[src/rtl/regfile_port_sched.sv]
// regfile_port_sched: schedules a single-port register file between buffered writebacks and forwarded decode reads
module regfile_port_sched #(
  parameter int WB_DEPTH      = 2,
  parameter int MAX_RD_STREAK = 4
) (
  input  logic        clk,
  input  logic        rst,
  input  logic        wb_valid,
  output logic        wb_ready,
  input  logic [4:0]  wb_rd,
  input  logic [31:0] wb_data,
  input  logic        rd_req_valid,
  output logic        rd_req_ready,
  input  logic [4:0]  rs1,
  input  logic [4:0]  rs2,
  output logic        rd_resp_valid,
  output logic [31:0] rd_resp_a,
  output logic [31:0] rd_resp_b,
  output logic        rf_rw,
  output logic [4:0]  rf_rd,
  output logic [4:0]  rf_rs1,
  output logic [4:0]  rf_rs2,
  output logic [31:0] rf_dataIn,
  input  logic [31:0] rf_out1,
  input  logic [31:0] rf_out2
);
  localparam int PW = $clog2(WB_DEPTH);
  localparam int CW = $clog2(WB_DEPTH + 1);
  localparam int SW = $clog2(MAX_RD_STREAK + 1);
  localparam logic [CW-1:0] FULL = CW'(WB_DEPTH);
  localparam logic [SW-1:0] SMAX = SW'(MAX_RD_STREAK);
  logic [4:0]    fifo_rd_q   [WB_DEPTH];
  logic [31:0]   fifo_data_q [WB_DEPTH];
  logic [PW-1:0] head_q, tail_q;
  logic [CW-1:0] count_q, count_d;
  logic [SW-1:0] streak_q, streak_d;
  logic          resp_valid_q, hit_a_q, hit_b_q;
  logic [31:0]   fwd_a_q, fwd_b_q;
  logic          acc, drain, read, hit_a, hit_b;
  logic [31:0]   fwd_a, fwd_b;
  assign wb_ready     = !rst && count_q != FULL;
  assign acc          = wb_valid && wb_ready && wb_rd != 5'd0;
  assign drain        = !rst && count_q != '0 && (count_q == FULL || streak_q == SMAX || !rd_req_valid);
  assign read         = !rst && rd_req_valid && !drain;
  assign rd_req_ready = read;
  assign rf_rw        = drain;
  assign rf_rd        = fifo_rd_q[head_q];
  assign rf_dataIn    = fifo_data_q[head_q];
  assign rf_rs1       = rs1;
  assign rf_rs2       = rs2;
  assign count_d      = count_q + CW'(acc) - CW'(drain);
  assign streak_d     = (read && count_q != '0) ? streak_q + SW'(1) : '0;
  always_comb begin
    hit_a = 1'b0;
    hit_b = 1'b0;
    fwd_a = '0;
    fwd_b = '0;
    for (int k = 0; k < WB_DEPTH; k++) begin
      if (CW'(k) < count_q && fifo_rd_q[head_q + PW'(k)] == rs1) begin
        hit_a = 1'b1;
        fwd_a = fifo_data_q[head_q + PW'(k)];
      end
      if (CW'(k) < count_q && fifo_rd_q[head_q + PW'(k)] == rs2) begin
        hit_b = 1'b1;
        fwd_b = fifo_data_q[head_q + PW'(k)];
      end
    end
    if (acc && wb_rd == rs1) begin
      hit_a = 1'b1;
      fwd_a = wb_data;
    end
    if (acc && wb_rd == rs2) begin
      hit_b = 1'b1;
      fwd_b = wb_data;
    end
    if (rs1 == 5'd0) begin
      hit_a = 1'b1;
      fwd_a = '0;
    end
    if (rs2 == 5'd0) begin
      hit_b = 1'b1;
      fwd_b = '0;
    end
  end
  always_ff @(posedge clk) begin
    if (rst) begin
      head_q       <= '0;
      tail_q       <= '0;
      count_q      <= '0;
      streak_q     <= '0;
      resp_valid_q <= 1'b0;
      hit_a_q      <= 1'b0;
      hit_b_q      <= 1'b0;
      fwd_a_q      <= '0;
      fwd_b_q      <= '0;
    end else begin
      if (acc) begin
        fifo_rd_q[tail_q]   <= wb_rd;
        fifo_data_q[tail_q] <= wb_data;
        tail_q              <= tail_q + PW'(1);
      end
      if (drain) head_q <= head_q + PW'(1);
      count_q      <= count_d;
      streak_q     <= streak_d;
      resp_valid_q <= read;
      if (read) begin
        hit_a_q <= hit_a;
        hit_b_q <= hit_b;
        fwd_a_q <= fwd_a;
        fwd_b_q <= fwd_b;
      end
    end
  end
  assign rd_resp_valid = resp_valid_q;
  assign rd_resp_a     = resp_valid_q ? (hit_a_q ? fwd_a_q : rf_out1) : '0;
  assign rd_resp_b     = resp_valid_q ? (hit_b_q ? fwd_b_q : rf_out2) : '0;
endmodule

[config.mk]
export PLATFORM = sky130hd
export DESIGN_NAME = regfile_port_sched
export DESIGN_NICKNAME = d
export VERILOG_FILES = /design/src/rtl/regfile_port_sched.sv
export SDC_FILE = /design/constraint.sdc
export NUM_CORES = 1
export LEC_CHECK = 0
export ABC_AREA = 1
export CELL_PAD_IN_SITES_DETAIL_PLACEMENT = 0
export CELL_PAD_IN_SITES_GLOBAL_PLACEMENT = 1
export CORE_MARGIN = 3
export CORE_UTILIZATION = 35
export CTS_CLUSTER_DIAMETER = 120
export DETAILED_ROUTE_END_ITERATION = 10
export PLACE_DENSITY_LB_ADDON = 0.1
export SYNTH_ARGS = -nofsm -noshare
export SYNTH_HDL_FRONTEND = slang
export SYNTH_SLANG_ARGS = --single-unit
[constraint.sdc]
create_clock -name clk -period 3.35 [get_ports clk]
set_input_delay 0.5025 -clock clk [delete_from_list [all_inputs] [get_ports clk]]
set_output_delay 0.5025 -clock clk [all_outputs]
set_load 0.02 [all_outputs]
==> out/metrics.csv, run 1 <==
metric;value;unit
status;complete, no violations;
syn_area_per_cell;6.50;µm²
hold_viol;0;
synth_cell_types;35;
postRouteAntennaNets;0;
switchingPower;1720;µW
timing.setup.tns;0;ns
cts.sinks;149;
grt_pass1_vias;9229;
drt_pass1_iterations;5;
cp_slowest_cell;clkdlybuf4s50_1;
post-route-drc-count;0;
rsz0062_at_grt;no;
finalClockSkew;0.00880;ns
criticalPathCategory;reg -> out;
dpl-instance-area;12100;µm²
max_freq;0.334;GHz
ys_async_sr_fraction;0;%
grt_usage;22.7;%
cts-resized-gates;0;
synth_ff_type;dfxtp_1;
crit_required;2.85;ns
routed_via_density;4.76;
n_antenna_cell;0;
wl_per_cell;16.5;µm
worst_pin_slew;0.879;ns
final_area;12700;µm²
dpl.cell_count;1980;
start_kind;flop;
ff2ff_setup_slack;0.92;ns
fin_ws;0.357;ns
routed_wl;33300;µm
critical_path.cell_chain;buf_12 > nand2_1 > o21ai_0 > clkdlybuf4s50_1;
p_clk_share;36.5;%
routabilityCongestion;0.839;
place_hpwl;21500;µm
die_height;172;µm
ys_ff_latch;149;
synth_edf_count;74;
pin_count;230;
core_area;27000;µm²
synth_area;9630;µm²
leakage;0.00551;µW
drv_slew;0;
syn_inst;1481;
cts_tree;built;
sequentialPowerShare;38.3;%
cts.path.max_buffers;2;
critical_path.max_fanout;50;
internal-power;3640;µW
swShare;32.0;%
stdcell_count;2012;
post-place-ws;0.595;ns
p_per_area;422;nW/µm²
hold_class;in -> reg;
die_w;172;µm
clock_latency;0.43;ns
path_clk_slew;0.07;ns
p_comb_share;25.2;%
ys_seq_area_share;38.7;%
peakVddDrop;0.247;mV
drtIter0Drc;564;
area_growth;31.9;%
grt_max_degree;66;
worstPathArrival;2.49;ns
setup_viol;0;
slowest_delay;0.72;ns
grt_overflow;0;
slew_headroom;41.4;%
finalCritPeriodShare;89.4;%
yosys_warnings;0;
grt_antenna_before_repair;0;
post_cts_buffers;0;
period_needed;2.99;ns
cap_viol_max_count;0;
portBuffers;229;
endpoint_kind;output port;
vias;9574;
syn_nets;1600;
grt_pass1_wl;51400;µm
row_count;60;
nets;1777;
root_buffer;clkbuf_16;
dieArea;29500;µm²
layout-drive-gt1-share;7.48;%
start_util;35.6;%
holdBufCountCts;0;
cts_buffers;17;
htreeDepth;4;
==> power by group through the flow <==
stage	sequential [µW]	combinational (µW)	clock, µW
floorplan	2050	759	0
global placement	2090	1350	0
detailed placement	2090	1360	0
CTS	2050	1360	2000
global route	2060	1490	2070
finish	2050	1350	1950
==> cell type report <==
| type | instances | area [µm²] |
|---|---|---|
| inverter | 170 | 638 |
| tap | 341 | 427 |
| sequential | 149 | 3730 |
| timing repair buffer | 255 | 2580 |
| clock inverter | 13 | 148 |
| fill | 2813 | 14300 |
| clock buffer | 19 | 443 |
| multi-input combinational | 1065 | 4730 |
==> final timing paths <==
kind	to	from	cells after the start
max	rf_dataIn[31]	flop	4
min	count_q[0]$_SDFF_PP0_	rst	2
max reg2reg	fwd_a_q[20]$_SDFFE_PP0P_	flop	13
min reg2reg	streak_q[0]$_SDFF_PP0_	streak_q[0]$_SDFF_PP0_	1
==> critical path, delay by kind of cell (launching register included) <==
family | cells | cell delay [ns]
flops | 1 | 0.71
compound gates | 1 | 0.22
buf+inv | 2 | 1.04
simple gates | 1 | 0.07
==> synthesized netlist by cell type, types with 9 or more instances <==
cell / number / area [µm²]
buf_6: 17 / 191
a21oi_1: 56 / 280
dfxtp_1: 75 / 1500
inv_2: 21 / 78.8
nand3_1: 91 / 455
buf_2: 18 / 90.1
buf_4: 18 / 135
a21oi_2: 13 / 114
nor2_1: 275 / 1030
clkinv_1: 13 / 48.8
edfxtp_1: 74 / 2220
clkbuf_1: 44 / 165
o21ai_0: 134 / 671
nand2_1: 443 / 1660
nand2_2: 9 / 56.3
inv_1: 136 / 510
==> metal layers <==
layer / global-route usage [%] / vias to the layer above / wire length [µm]
met3: 3.75 / 34 / 1650
li1: - / 4971 / -
met2: 38.6 / 250 / 15500
met1: 29.9 / 4319 / 15500
met4: 6.18 / 0 / 628
met5: 0 / - / 0
==> registers in the layout (all words and copies together) (netlist names), named ones only <==
register	cells
rd_resp_valid	1
fifo_data_q	64
head_q	1
fwd_a_q	32
fifo_rd_q	10
count_q	2
hit_a_q	1
streak_q	3
hit_b_q	1
fwd_b_q	32
tail_q	1
==> cells by family (layout without fill, tap and decap cells) <==
logic type      Yosys count  count (layout)  share of synthesized area [%]
flops                   149             149                           38.7
simple gates            839             839                           35.3
buf+inv                 267             457                           12.7
fa+ha+maj                 4               4                          0.520
compound gates          210             210                           11.7
xor+xnor                 12              12                           1.09
==> placed cells by master, fill, tap and decap left out, drive strengths merged, types with 4 or more instances in the layout <==
cell / count
xnor2: 7
clkbuf: 19
nand4: 4
clkdlybuf4s50: 228
a21oi: 70
nand2: 452
inv: 160
buf: 27
clkinvlp: 5
edfxtp: 74
dfxtp: 75
clkinv: 16
ha: 4
nor2: 283
o21ai: 137
xor2: 5
nand3: 94
==> per-stage QoR <==
stage | total power (µW) | hold slack (ns) | util (%)
final | 5350 | 0.308 | 47.0
after CTS | 5410 | 0.299 | 47.0
after global placement | 3440 | 0.450 | 44.8
after detailed placement | 3450 | 0.451 | 44.8
after global routing | 5610 | 0.300 | 47.0
after floorplan | 2810 | 0.432 | -
Power figures use the tool's default switching activity.
==> run 2: changes to the inputs <==
--- a/config.mk
+++ b/config.mk
@@ -9,10 +9,12 @@
 export CELL_PAD_IN_SITES_DETAIL_PLACEMENT = 0
 export CELL_PAD_IN_SITES_GLOBAL_PLACEMENT = 1
 export CORE_MARGIN = 3
-export CORE_UTILIZATION = 35
+export CORE_UTILIZATION = 36
+export CTS_BUF_LIST = sky130_fd_sc_hd__clkbuf_4 sky130_fd_sc_hd__clkbuf_8
 export CTS_CLUSTER_DIAMETER = 120
 export DETAILED_ROUTE_END_ITERATION = 10
 export PLACE_DENSITY_LB_ADDON = 0.1
+export REMOVE_ABC_BUFFERS = 1
 export SYNTH_ARGS = -nofsm -noshare
 export SYNTH_HDL_FRONTEND = slang
 export SYNTH_SLANG_ARGS = --single-unit
==> run 2 against run 1 <==
Net effect:
- die area shrank 2.7%
- clock-buffer cell count unchanged
- critical path depth did not move
- critical path type unchanged
==> out/metrics.csv, run 2 (same netlist as run 1, synthesis figures left out) <==
metric;value;unit;change
routed_via_density;4.81;;+1.0%
sequentialPowerShare;41.4;%;+3.1 points
die_w;170;µm;-1.4%
crit_required;2.85;ns;about the same
grt_antenna_before_repair;0;;unchanged
internal-power;3330;µW;-8.4%
dpl-instance-area;12100;µm²;about the same
layout_common_cells;443 x nand2_1, 272 x nor2_1, 228 x clkdlybuf4s50_1, 134 x inv_1, 134 x o21ai_0;;
final_area;12500;µm²;-1.2%
nets;1780;;+0.17%
largest_reg_flops;64;;unchanged
fin_ws;0.182;ns;-0.175 ns
grt_pass1_wl;51100;µm;-0.51%
p_comb_share;27.0;%;+1.8 points
switchingPower;1630;µW;-5.1%
cts.sinks;149;;unchanged
slew_headroom;42.7;%;+1.4 points
cap_viol_max_count;0;;unchanged
n_antenna_cell;0;;unchanged
leakage;0.00546;µW;-0.88%
worst_pin_slew;0.859;ns;-0.0204 ns
start_kind;flop;;
met3_usage;3.40;%;-0.35 points
multi_input_area;4730;µm²;unchanged
use_met1;31.2;%;+1.3 points
pin_count;230;;unchanged
layout_commonest_cell;nand2_1;;
core_area;26200;µm²;-3.0%
cts_tree;built;;
htreeDepth;4;;unchanged
swShare;32.8;%;+0.77 points
criticalPathCategory;reg -> out;;
start_util;36.7;%;+1.1 points
grt_max_degree;66;;unchanged
p_total;4960;µW;-7.3%
busiest_layer;met2;;
postRouteAntennaNets;0;;unchanged
grt_pass1_vias;9348;;+1.3%
clock_latency;0.45;ns;+0.02 ns
peakVddDrop;0.186;mV;-25%
holdBufCountCts;0;;unchanged
grt_overflow;0;;unchanged
routabilityCongestion;0.818;;-2.6%
reg_top3;fifo_data_q (64), fwd_a_q (32), fwd_b_q (32);;
fill_cells;2689;;-4.4%
post_cts_buffers;0;;unchanged
drt_pass1_iterations;5;;unchanged
finalCritPeriodShare;94.6;%;+5.2 points
cts.path.max_buffers;2;;unchanged
post-place-ws;0.603;ns;+0.00820 ns
area_growth;30.3;%;
regMostFlops;fifo_data_q;;
dieArea;28700;µm²;-2.7%
max_freq;0.316;GHz;-5.5%
drtIter0Drc;572;;+1.4%
post-route-drc-count;0;;unchanged
cts-resized-gates;0;;unchanged
status;complete, no violations;;
critical_path.max_fanout;33;;-34%
root_buffer;clkbuf_8;;
rsz0062_at_grt;no;;
worstPathArrival;2.67;ns;+0.18 ns
vias;9655;;+0.85%
regArea;3730;µm²;unchanged
path_clk_slew;0.09;ns;+0.02 ns
hold_viol;0;;unchanged
grt_usage;22.9;%;+0.21 points
place_hpwl;21400;µm;-0.54%
setup_viol;0;;unchanged
p_clk_share;31.6;%;-4.9 points
portBuffers;229;;unchanged
worstHoldStart;rst;;
routed_wl;32800;µm;-1.5%
finalClockSkew;0.0136;ns;+0.00484 ns
p_per_area;396;nW/µm²;-6.2%
die_height;170;µm;-1.4%
holdWs;0.298;ns;-0.0101 ns
period_needed;3.17;ns;+0.175 ns
use_met2;38.5;%;-0.097 points
cts_buffers;17;;unchanged
drv_slew;0;;unchanged
layout-drive-gt1-share;7.77;%;+0.29 points
wl_per_cell;16.3;µm;-1.4%
hold_class;in -> reg;;
timing.setup.tns;0;ns;unchanged
endpoint_kind;output port;;
row_count;59;;-1.7%
[run 2: critical path, stage by stage, from the launching register on]
cell	delay (ns)
dfxtp_2	0.84
buf_4	0.36
nand2_1	0.06
o21ai_0	0.21
clkdlybuf4s50_1	0.73
[run 2: routing by layer]
layer | part of all wire [%] | up-vias
met5 | 0 | -
met4 | 1.3 | 0
met3 | 5.0 | 26
met2 | 46 | 248
met1 | 47 | 4406
li1 | - | 4975
[run 2: final timing paths]
| kind | endpoint | slack, ns | depth (start not counted) |
|---|---|---|---|
| setup reg to reg | fwd_a_q[30]$_SDFFE_PP0P_ | 0.66 | 12 |
| setup / recovery | rf_dataIn[17] | 0.18 | 4 |
| hold / removal | count_q[0]$_SDFF_PP0_ | 0.30 | 2 |
| hold reg to reg | streak_q[0]$_SDFF_PP0_ | 0.47 | 1 |
[run 2: stage by stage]
step / instances / utilization, %
after floorplan: 1384 / -
after global placement: 1977 / 46.2
after detailed placement: 1977 / 46.2
after CTS: 2009 / 47.9
after global routing: 2009 / 47.9
final: 2009 / 47.9
[run 2: cell type report]
| cell class | count | area share (%) |
|---|---|---|
| well taps | 335 | 3.34 |
| flip-flops and latches | 149 | 29.7 |
| clock buffers | 19 | 1.99 |
| inverters | 170 | 5.09 |
| multi-input cells | 1065 | 37.7 |
| repair buffers | 258 | 20.7 |
| clock inverters | 13 | 1.47 |
[run 2: power groups by stage]
stage                     clock network, µW  logic, µW  registers [µW]
after global placement                    0       1350            2090
final                                  1570       1340            2050
after CTS                              1600       1350            2050
after detailed placement                  0       1350            2090
after floorplan                           0        633            2100
after global routing                   1680       1470            2060
